--- src/rtl/spartan_pkg.sv ---
// Shared Spartan bus definitions: beat codes, ID field position and FSM state encodings.
// Request and response codes share the two MSBs of the bus.
package spartan_pkg;

  localparam int ID_LSB = 41;

  localparam logic [1:0] SP_RD_HDR  = 2'b00;
  localparam logic [1:0] SP_WR_HDR  = 2'b01;
  localparam logic [1:0] SP_WR_DAT  = 2'b10;
  localparam logic [1:0] SP_WR_LAST = 2'b11;

  localparam logic [1:0] SP_B_RSP  = 2'b00;
  localparam logic [1:0] SP_R_HDR  = 2'b01;
  localparam logic [1:0] SP_R_DAT  = 2'b10;
  localparam logic [1:0] SP_R_LAST = 2'b11;

  typedef logic [1:0] req_state_t;
  typedef logic [1:0] rsp_state_t;

  localparam req_state_t Q_IDLE  = 2'd0;
  localparam req_state_t Q_LOCK0 = 2'd1;
  localparam req_state_t Q_LOCK1 = 2'd2;

  localparam rsp_state_t R_IDLE   = 2'd0;
  localparam rsp_state_t R_BURST0 = 2'd1;
  localparam rsp_state_t R_BURST1 = 2'd2;

  // Header beats (request 00/01, response 00/01) are the only ones carrying a routable ID.
  function automatic logic is_hdr(input logic [1:0] code);
    return (code == SP_RD_HDR) || (code == SP_WR_HDR);
  endfunction

endpackage

--- src/rtl/spartan_rsp_route.sv ---
// Response demux: routes downstream responses to the issuing master by the ID index bit
// and keeps multi-beat read bursts pinned to that master until the last beat.
module spartan_rsp_route
  import spartan_pkg::*;
#(
  parameter int ID_WIDTH = 5,
  parameter int BWIDTH   = 64
) (
  input  logic              CLK,
  input  logic              RST,
  input  logic [BWIDTH+1:0] SpSBUS,
  input  logic              SpSVLD,
  output logic              SpSRDY,
  output logic [BWIDTH+1:0] Sp0SBUS,
  output logic              Sp0SVLD,
  input  logic              Sp0SRDY,
  output logic [BWIDTH+1:0] Sp1SBUS,
  output logic              Sp1SVLD,
  input  logic              Sp1SRDY
);

  localparam int IDX_BIT = ID_LSB + ID_WIDTH;

  rsp_state_t        state_r;
  rsp_state_t        state_nxt_s;
  logic [1:0]        code_s;
  logic              idx_s;
  logic [BWIDTH+1:0] bus_s;
  logic              vld0_s;
  logic              vld1_s;
  logic              srdy_s;
  logic              hs_s;

  assign code_s = SpSBUS[BWIDTH+1:BWIDTH];
  assign idx_s  = SpSBUS[IDX_BIT];
  assign hs_s   = SpSVLD & srdy_s;

  // Demux: headers in idle pick the master and lose the index bit; stray data beats are drained.
  always_comb begin
    bus_s  = SpSBUS;
    vld0_s = 1'b0;
    vld1_s = 1'b0;
    srdy_s = 1'b0;
    case (state_r)
      R_IDLE: begin
        if (is_hdr(code_s)) begin
          bus_s[IDX_BIT] = 1'b0;
          if (idx_s) begin
            vld1_s = SpSVLD;
            srdy_s = SpSVLD & Sp1SRDY;
          end else begin
            vld0_s = SpSVLD;
            srdy_s = SpSVLD & Sp0SRDY;
          end
        end else begin
          srdy_s = SpSVLD;
        end
      end
      R_BURST0: begin
        vld0_s = SpSVLD;
        srdy_s = Sp0SRDY;
      end
      R_BURST1: begin
        vld1_s = SpSVLD;
        srdy_s = Sp1SRDY;
      end
      default: begin
        srdy_s = 1'b0;
      end
    endcase
  end

  // Next burst state, advanced only on a completed response handshake.
  always_comb begin
    state_nxt_s = state_r;
    case (state_r)
      R_IDLE: begin
        if (hs_s && (code_s == SP_R_HDR)) begin
          state_nxt_s = idx_s ? R_BURST1 : R_BURST0;
        end else begin
          state_nxt_s = R_IDLE;
        end
      end
      R_BURST0, R_BURST1: begin
        if (hs_s && (code_s == SP_R_LAST)) begin
          state_nxt_s = R_IDLE;
        end else begin
          state_nxt_s = state_r;
        end
      end
      default: begin
        state_nxt_s = R_IDLE;
      end
    endcase
  end

  // Response state register.
  always_ff @(posedge CLK) begin
    if (RST) begin
      state_r <= R_IDLE;
    end else begin
      state_r <= state_nxt_s;
    end
  end

  assign Sp0SBUS = bus_s;
  assign Sp1SBUS = bus_s;
  assign Sp0SVLD = vld0_s;
  assign Sp1SVLD = vld1_s;
  assign SpSRDY  = srdy_s;

endmodule

--- src/rtl/spartan_arb2.sv ---
// Two-master Spartan arbiter: round-robin packet grant with ID tagging on requests,
// index-steered response routing; both paths are combinational passthroughs.
module spartan_arb2
  import spartan_pkg::*;
#(
  parameter int ID_WIDTH = 5,
  parameter int BWIDTH   = 64
) (
  input  logic              CLK,
  input  logic              RST,
  input  logic [BWIDTH+1:0] Sp0MBUS,
  input  logic              Sp0MVLD,
  output logic              Sp0MRDY,
  output logic [BWIDTH+1:0] Sp0SBUS,
  output logic              Sp0SVLD,
  input  logic              Sp0SRDY,
  input  logic [BWIDTH+1:0] Sp1MBUS,
  input  logic              Sp1MVLD,
  output logic              Sp1MRDY,
  output logic [BWIDTH+1:0] Sp1SBUS,
  output logic              Sp1SVLD,
  input  logic              Sp1SRDY,
  output logic [BWIDTH+1:0] SpMBUS,
  output logic              SpMVLD,
  input  logic              SpMRDY,
  input  logic [BWIDTH+1:0] SpSBUS,
  input  logic              SpSVLD,
  output logic              SpSRDY
);

  localparam int IDX_BIT = ID_LSB + ID_WIDTH;

  req_state_t        q_state_r;
  req_state_t        q_state_nxt_s;
  logic              ptr_r;
  logic              ptr_nxt_s;
  logic              sel_s;
  logic              gnt_vld_s;
  logic              locked_s;
  logic [BWIDTH+1:0] req_bus_s;
  logic [1:0]        req_code_s;
  logic              mvld_s;
  logic              tag_s;
  logic              req_hs_s;

  // Grant selection: locked master wins outright, otherwise round-robin between valid masters.
  always_comb begin
    sel_s     = 1'b0;
    gnt_vld_s = 1'b0;
    locked_s  = 1'b0;
    case (q_state_r)
      Q_IDLE: begin
        gnt_vld_s = Sp0MVLD | Sp1MVLD;
        if (Sp0MVLD && Sp1MVLD) begin
          sel_s = ptr_r;
        end else begin
          sel_s = Sp1MVLD;
        end
      end
      Q_LOCK0: begin
        locked_s  = 1'b1;
        gnt_vld_s = 1'b1;
        sel_s     = 1'b0;
      end
      Q_LOCK1: begin
        locked_s  = 1'b1;
        gnt_vld_s = 1'b1;
        sel_s     = 1'b1;
      end
      default: begin
        gnt_vld_s = 1'b0;
      end
    endcase
  end

  assign req_bus_s  = sel_s ? Sp1MBUS : Sp0MBUS;
  assign mvld_s     = sel_s ? Sp1MVLD : Sp0MVLD;
  assign req_code_s = req_bus_s[BWIDTH+1:BWIDTH];
  // Only an arbitrated header gets its index bit overwritten; locked beats pass untouched.
  assign tag_s      = ~locked_s & is_hdr(req_code_s);
  assign req_hs_s   = gnt_vld_s & mvld_s & SpMRDY;

  assign SpMBUS  = {req_bus_s[BWIDTH+1:IDX_BIT+1],
                    (tag_s ? sel_s : req_bus_s[IDX_BIT]),
                    req_bus_s[IDX_BIT-1:0]};
  assign SpMVLD  = mvld_s;
  assign Sp0MRDY = gnt_vld_s & ~sel_s & SpMRDY;
  assign Sp1MRDY = gnt_vld_s & sel_s & SpMRDY;

  // Packet-level arbitration state: reads rotate the pointer, writes lock until the last beat.
  always_comb begin
    q_state_nxt_s = q_state_r;
    ptr_nxt_s     = ptr_r;
    case (q_state_r)
      Q_IDLE: begin
        if (req_hs_s && (req_code_s == SP_RD_HDR)) begin
          ptr_nxt_s = ~sel_s;
        end else if (req_hs_s && (req_code_s == SP_WR_HDR)) begin
          q_state_nxt_s = sel_s ? Q_LOCK1 : Q_LOCK0;
        end else begin
          q_state_nxt_s = Q_IDLE;
        end
      end
      Q_LOCK0, Q_LOCK1: begin
        if (req_hs_s && (req_code_s == SP_WR_LAST)) begin
          q_state_nxt_s = Q_IDLE;
          ptr_nxt_s     = ~sel_s;
        end else begin
          q_state_nxt_s = q_state_r;
        end
      end
      default: begin
        q_state_nxt_s = Q_IDLE;
      end
    endcase
  end

  // Request state and priority pointer registers.
  always_ff @(posedge CLK) begin
    if (RST) begin
      q_state_r <= Q_IDLE;
      ptr_r     <= 1'b0;
    end else begin
      q_state_r <= q_state_nxt_s;
      ptr_r     <= ptr_nxt_s;
    end
  end

  spartan_rsp_route #(
    .ID_WIDTH (ID_WIDTH),
    .BWIDTH   (BWIDTH)
  ) u_rsp_route (
    .CLK     (CLK),
    .RST     (RST),
    .SpSBUS  (SpSBUS),
    .SpSVLD  (SpSVLD),
    .SpSRDY  (SpSRDY),
    .Sp0SBUS (Sp0SBUS),
    .Sp0SVLD (Sp0SVLD),
    .Sp0SRDY (Sp0SRDY),
    .Sp1SBUS (Sp1SBUS),
    .Sp1SVLD (Sp1SVLD),
    .Sp1SRDY (Sp1SRDY)
  );

endmodule

--- config.mk ---
export PLATFORM = sky130hd
export DESIGN_NAME = spartan_arb2
export DESIGN_NICKNAME = d
export VERILOG_FILES = /design/src/rtl/spartan_pkg.sv /design/src/rtl/spartan_rsp_route.sv /design/src/rtl/spartan_arb2.sv
export SDC_FILE = /design/constraint.sdc
export NUM_CORES = 1
export LEC_CHECK = 0
export ABC_AREA = 1
export CORE_AREA = 5 5 156 158
export DETAILED_ROUTE_END_ITERATION = 10
export DIE_AREA = 0 0 161 163
export GPL_TIMING_DRIVEN = 0
export HOLD_SLACK_MARGIN = 0.08
export RECOVER_POWER = 100
export SYNTH_ARGS = -nofsm -noshare
export SYNTH_HDL_FRONTEND = slang
export SYNTH_SLANG_ARGS = --single-unit
--- constraint.sdc ---
create_clock -name CLK -period 1.8 [get_ports CLK]
set_input_delay 0.36 -clock CLK [delete_from_list [all_inputs] [get_ports CLK]]
set_output_delay 0.36 -clock CLK [all_outputs]
set_load 0.01 [all_outputs]
==> key figures, run 1 <==
CTS
  • Clock-pin slew on the worst setup and hold paths: 0.03 ns
  • Clock sinks: 5
  • CTS buffer count: 3
  • H-tree Lvls: 1
  • Worst-Skew Late Latency: 0.23 ns
  • Clock Tree Root: clkbuf_16
  • CTS tree: built
  • Clock Path Buffers: 2

Placed design
  • # port buffers: between 300 and 400
  • GPL Wtd Cong: roughly 0.79
  • Cell Area, Placed: about 6300 um2
  • Placement Setup Slack: -1.267 ns
  • Post-DP HPWL: 14710 um
  • Placed cells: 1085

GRT
  • Initial antenna violation count: 0
  • Total grt overflow: 0
  • Vias in the first global route: 4011
  • Pin count of the biggest net entering global routing: 11
  • GR Util All Layers: 0.1203
  • Global-route wire length before repair: 24450 um

Setup path
  • Slowest-stage cell, CP: dfxtp_2
  • Setup CP Type: reg -> out
  • Worst setup startpoint: q_state_r[0]
  • Cell Chain, Critical Path: inv_2 -> ha_4 -> nand2_4 -> inv_2 -> nand2_4 -> nand2_4 -> buf_12 -> clkinvlp_4 -> buf_12 -> clkbuf_16 -> nand2_1 -> nand2_2 -> buf_6
  • Worst reg2reg setup slack: -0.20 ns
  • CP peak stage delay: 0.32 ns
  • Crit-path max FO: 9
  • Critical path's most frequent cell: nand2_4
  • Crit start category: flop
  • Req. time, crit path: ~1.4 ns
  • Arrival @ worst endpoint: around 1.9 ns
  • CP Capture Type: output pin
  • FF-to-FF path depth: 15
  • Reg-to-reg startpoint: q_state_r[0]
  • Reg-to-Reg End: q_state_r[1]
  • End of the critical path: SpMBUS[28]

Synth
  • Synth Register Bits: 5
  • Cell variety after synth: 18
  • Area of the mapped netlist: approximately 2500 um2
  • Synth warnings: 0
  • Syn_area_per_cell: 5.484 um2
  • Gate Count Post-Synth: 449
  • Sequential area share after synthesis: 0.04065
  • Syn nets: between 600 and 700

STA
  • Clock Skew: 0.001694 ns
  • Final number of setup-violating endpoints: 72
  • WHS: 0.4766 ns
  • Final setup TNS: -27.30 ns
  • Crit share post-route: 1.252
  • Max transition margin: 0.7196
  • Final Hold Fails: 0
  • Slew @ Worst Pin: 0.4206 ns
  • Final Max Slew Viols: 0
  • RSZ-0062 raised after global routing: true
  • Worst setup margin: -0.4540 ns
  • Fmax: 0.4437 GHz
  • Minimum clock period after layout: 2.254 ns

Floorplan
  • # IOs: 410
  • Site Rows: 56
  • Die Width: around 160 um
  • Die Area: 26240 um2
  • Die Y: 163 um
  • CORE AREA: 22980 um2
  • Starting Density: 0.1071

Pwr
  • Final Total Pwr: 5.122 mW
  • Leak: 3.505 nW
  • Maximum vdd ir drop: 0.0004071 V
  • Cell area power density: 712.8 nW/um2

Routing
  • Drt first pass iters: 4
  • DRT antenna net count: 0
  • Drt drc: 0
  • Avg WL per Cell: 15.83 um
  • Via count: about 3900
  • DRT iter0 DRCs: 138
  • Vias per Instance: 3.468
  • Final WL: 17760 um

Status
  • Violated checks: setup timing
  • Status: complete, but fails checks

Min path
  • Min-delay worst type: reg -> reg

Cells and area
  • Finished Layout Cells: about 1100
  • Area growth, synth to finish: 191.8%
  • Final net count: 1046
  • Antenna cells: 0
  • Layout Cell Area excl Fill: 7186 um2
  • Layout cells sized above 1: 0.4543
  • Post-layout util: 0.3127

Run
  • Max cap viols: 0
[registers in the layout, indices dropped and copies added (netlist names)]
name                 flops
q_state_r                2
u_rsp_route.state_r      2
ptr_r                    1
[worst min path at each step]
stage | cells after the start | startpoint | slack (ns) | end
6_report | 2 | ptr_r | 0.48 | ptr_r
5_1_grt | 2 | ptr_r | 0.50 | ptr_r
4_1_cts | 2 | ptr_r | 0.49 | ptr_r
3_5_place_dp | 2 | ptr_r | 0.48 | ptr_r
3_3_place_gp | 2 | ptr_r | 0.47 | ptr_r
2_1_floorplan | 2 | ptr_r | 0.45 | ptr_r
[synth_stat cells]
master,count,share of area
a21oi_1,10,0.020
a31oi_1,1,0.0025
buf_12,1,0.0081
buf_2,9,0.018
buf_4,133,0.41
clkbuf_1,3,0.0046
dfxtp_1,5,0.041
ha_1,7,0.036
inv_1,22,0.034
inv_2,1,0.0015
nand2_1,209,0.32
nand2_2,10,0.025
nand2_4,3,0.014
nand3_1,15,0.030
nand3_2,1,0.0041
nand3b_1,4,0.012
nor2_1,13,0.020
nor2_2,2,0.0051
[metal layers]
metal	part of all wire	track usage	up-vias	wire length, um
li1	-	-	1988	-
met2	0.50	0.2139	186	8921
met5	0	0	-	0
met1	0.38	0.1396	1703	6798
met3	0.097	0.04505	14	1730
met4	0.017	0.02171	0	308
[cell type report]
type / instances / area (um2)
multi-input combinational: 275 / 1608
buffer: 146 / 1217
timing repair buffer: 379 / 3726
fill: 2459 / 15800
tap: 290 / 362.8
sequential: 5 / 102.6
inverter: 23 / 90.09
clock buffer: 4 / 78.83
[critical path: cells and delay by family (launching register included)]
kind	cells	cell delay, ns
adder cells (fa/ha/maj)	1	0.15
AND/OR/NAND/NOR	5	0.32
buffers and inverters	7	0.88
flip-flops	1	0.32
[report_power, final]
part           total, mW  switching (mW)  internal, mW
clock network      0.364          0.0707         0.293
logic               4.59            2.15          2.44
registers          0.166          0.0225         0.144
[repair_timing]
| item | 4_1_cts | 5_1_grt |
|---|---|---|
| endpoints found under the setup margin | 81 | 76 |
| pin swaps | 18 | 10 |
| setup buffers | 21 | 10 |
| hold endpoints to repair | 0 | 0 |
| cloned | 5 | 2 |
| hold buffers | 0 | 0 |
| resized for setup | 458 | 75 |
[logic make-up (layout without fill, tap and decap cells)]
kind of cell    Yosys count  count (layout)  synth area share
compound gates           11              11           0.02287
fa+ha+maj                 7               7           0.03557
buf+inv                 169             552            0.4715
flops                     5               5           0.04065
simple gates            257             257            0.4294
[cells in the final DEF, fill, tap and decap left out, types with 2 or more instances in the layout]
cell and count:
ha_4 2, buf_16 3, buf_6 46, dlygate4sd2_1 8
nand2_2 77, dlygate4sd3_1 129, dfxtp_2 2, buf_4 147
nand3_2 4, inv_1 15, nand2_4 28, clkbuf_2 2
nand3b_1 4, buf_8 9, clkbuf_16 6, buf_2 32
nor2_1 12, a21oi_1 9, clkbuf_4 2, inv_2 7
nand3_1 12, nor2_2 2, nand2_1 117, buf_12 5
clkdlybuf4s50_1 136, ha_1 5, clkbuf_1 2, dfxtp_1 3
Power figures use the tool's default switching activity.
==> run 2: changes to the inputs <==
--- a/config.mk
+++ b/config.mk
@@ -6,12 +6,14 @@
 export NUM_CORES = 1
 export LEC_CHECK = 0
 export ABC_AREA = 1
+export ABC_CLOCK_PERIOD_IN_PS = 1800
 export CORE_AREA = 5 5 156 158
 export DETAILED_ROUTE_END_ITERATION = 10
 export DIE_AREA = 0 0 161 163
 export GPL_TIMING_DRIVEN = 0
 export HOLD_SLACK_MARGIN = 0.08
 export RECOVER_POWER = 100
+export SKIP_CTS_REPAIR_TIMING = 1
 export SYNTH_ARGS = -nofsm -noshare
 export SYNTH_HDL_FRONTEND = slang
 export SYNTH_SLANG_ARGS = --single-unit
==> run 2 against run 1 <==
Effect of this change:
- the flow still finishes with violations (setup timing)
- hold slack improved by 0.0046 ns
- clock-buffer cell count did not move
- utilization fell by 1.4 points
- critical path depth rose by 1
- critical path type unchanged
- die area did not move
- highest routed layer is now met5
- global-route usage fell by 0.84 points
- cell area fell by 4.6%
- routed wire length fell by 2.7%
- worst setup slack got worse by 0.062 ns
- first-iteration DRC count rose by 36%
- critical endpoint is now SpMBUS[26]
- register-to-register slack improved by 0.22 ns
- flip-flop and latch count did not move
==> key figures, run 2 (same netlist as run 1, synthesis figures left out) <==
Routing
  • Drt first pass iters: 4 (unchanged)
  • DRT antenna net count: 0 (unchanged)
  • Drt drc: 0 (unchanged)
  • Avg WL per Cell: 15.60 um (-1.4%)
  • Final WL: 17270 um (-2.7%)
  • Vias per Instance: 3.406 (-1.8%)
  • DRT iter0 DRCs: 188 (+36%)
  • Via count: 3770 (-3.1%)

Placed design
  • Post-DP HPWL: 14710 um (unchanged)
  • Cell Area, Placed: 6309 um2 (unchanged)
  • GPL Wtd Cong: 0.7948 (unchanged)
  • # port buffers: 346 (unchanged)
  • Placed cells: 1085 (unchanged)
  • Placement Setup Slack: -1.267 ns (unchanged)

Setup path
  • CP Capture Type: output pin
  • Critical path's most frequent cell: nand2_4
  • Setup CP Type: reg -> out
  • Reg-to-Reg End: q_state_r[1]
  • Req. time, crit path: 1.44 ns (about the same)
  • CP peak stage delay: 0.33 ns (about the same)
  • Slowest-stage cell, CP: dfxtp_2
  • Crit start category: flop
  • Crit-path max FO: 7 (-2)
  • Reg-to-reg startpoint: q_state_r[0]
  • Worst path buffer plus inverter count: 8 (+1)
  • Arrival @ worst endpoint: 1.96 ns (+0.07 ns)
  • Worst setup startpoint: q_state_r[0]
  • Worst reg2reg setup slack: 0.02 ns (+0.22 ns)
  • FF-to-FF path depth: 14 (-1)
  • Top delay family on crit path: buffers and inverters
  • Cell Chain, Critical Path: inv_2 -> ha_4 -> nand2_2 -> inv_2 -> nand2_4 -> nand2_4 -> buf_12 -> clkinvlp_4 -> buf_12 -> buf_12 -> clkbuf_16 -> nand2_4 -> nand2_4 -> buf_6

CTS
  • Clock-pin slew on the worst setup and hold paths: 0.03 ns (about the same)
  • Clock Tree Root: clkbuf_16
  • H-tree Lvls: 1 (unchanged)
  • Clock Path Buffers: 2 (unchanged)
  • CTS tree: built
  • Worst-Skew Late Latency: 0.23 ns (about the same)
  • CTS buffer count: 3 (unchanged)
  • Clock sinks: 5 (unchanged)

Floorplan
  • Site Rows: 56 (unchanged)
  • Die Y: 163 um (unchanged)
  • CORE AREA: 22980 um2 (unchanged)
  • Die Width: 161 um (unchanged)
  • Die Area: 26240 um2 (unchanged)
  • Starting Density: 0.1071 (unchanged)
  • # IOs: 410 (unchanged)

Cells and area
  • Area of the multi-input gates: 1524 um2 (-5.2%)
  • Commonest non-fill, non-tap cell in the layout: nand2_1
  • Filler cells: 2468 (+0.37%)
  • Layout cells sized above 1: 0.4015 (-0.05286)
  • Post-layout util: 0.2983 (-0.01432)
  • Final net count: 1031 (-1.4%)
  • Register cell area after layout: 105.1 um2 (+2.4%)
  • Most frequent cells in the layout: 150 x nand2_1, 144 x buf_4, 138 x clkdlybuf4s50_1
  • Finished Layout Cells: 1107 (-1.3%)
  • Layout Cell Area excl Fill: 6857 um2 (-4.6%)
  • Antenna cells: 0 (unchanged)
  • Largest registers: q_state_r x2, u_rsp_route.state_r x2, ptr_r x1
  • Area growth, synth to finish: 178.5%

Pwr
  • Cell area power density: 675.7 nW/um2 (-5.2%)
  • Leak: 3.436 nW (-2.0%)
  • Maximum vdd ir drop: 0.0004688 V (+15%)
  • Combinational cell fraction of total power: 0.885 (-0.011)
  • Psw: 2.104 mW (-6.4%)
  • Seq pwr share: 0.037 (+0.004)
  • Internal power: 2.529 mW (-12%)
  • Clock share of power: 0.079 (+0.008)
  • Final Total Pwr: 4.633 mW (-9.5%)
  • Switching Fraction: 0.4541 (+0.01545)

STA
  • Fmax: 0.4317 GHz (-2.7%)
  • Worst setup margin: -0.5163 ns (-0.06224 ns)
  • Final Max Slew Viols: 0 (unchanged)
  • Final setup TNS: -27.27 ns (+0.02140 ns)
  • Final Hold Fails: 0 (unchanged)
  • RSZ-0062 raised after global routing: true
  • Minimum clock period after layout: 2.316 ns (+0.06223 ns)
  • Max transition margin: 0.8571 (+0.1375)
  • Final number of setup-violating endpoints: 69 (-4.2%)
  • WHS: 0.4812 ns (+0.004581 ns)
  • Crit share post-route: 1.287 (+0.03458)
  • Slew @ Worst Pin: 0.2144 ns (-0.2063 ns)
  • Clock Skew: 0.002913 ns (+0.001219 ns)

GRT
  • GR Util All Layers: 0.1118 (-0.008447)
  • Vias in the first global route: 3714 (-7.4%)
  • Pin count of the biggest net entering global routing: 11 (unchanged)
  • Total grt overflow: 0 (unchanged)
  • Initial antenna violation count: 1 (+1)
  • Global-route wire length before repair: 22780 um (-6.8%)

Min path
  • Hold-critical path depth: 2 (unchanged)
  • Min-delay worst type: reg -> reg
  • Worst hold start: ptr_r
  • Hold Path End: ptr_r

Status
  • Status: complete, but fails checks
  • Violated checks: setup timing

Run
  • Max cap viols: 0 (unchanged)
run 2: routing by layer:
metal,up-vias,GRT usage,share of wire
met5,-,0,0.00075
met1,1622,0.1337,0.38
met4,2,0.01435,0.012
li1,1959,-,-
met2,175,0.1978,0.50
met3,12,0.04075,0.098
run 2: power by group through the flow:
stage	logic (mW)	clock network, mW	registers [mW]
final	4.10	0.364	0.169
after global placement	3.62	0	0.165
after global routing	4.42	0.384	0.172
after CTS	3.64	0.372	0.165
after detailed placement	3.61	0	0.166
after floorplan	1.63	0	0.161
run 2: final cells by class:
class	count	area share
buffer	146	0.1708
sequential	5	0.01533
timing repair buffer	364	0.5137
multi-input combinational	275	0.2223
inverter	23	0.01350
tap	290	0.05292
clock buffer	4	0.01150
run 2: how the worst max path moves through the flow:
stage / depth (start not counted) / endpoint / slack, ns
CTS: 11 / SpMBUS[45] / -1.28
detailed placement: 11 / SpMBUS[45] / -1.27
finish: 14 / SpMBUS[26] / -0.52
floorplan: 12 / SpMBUS[55] / -0.006
global placement: 11 / SpMBUS[45] / -1.27
global route: 14 / SpMBUS[26] / -0.58
run 2: worst reg2reg max path: cells and delay by family (launching register included):
kind	cells	cell delay (ns)
flip-flops	1	0.34
buffers and inverters	4	0.37
AO/OA/AOI/OAI	1	0.18
adder cells (fa/ha/maj)	1	0.16
AND/OR/NAND/NOR	8	0.60
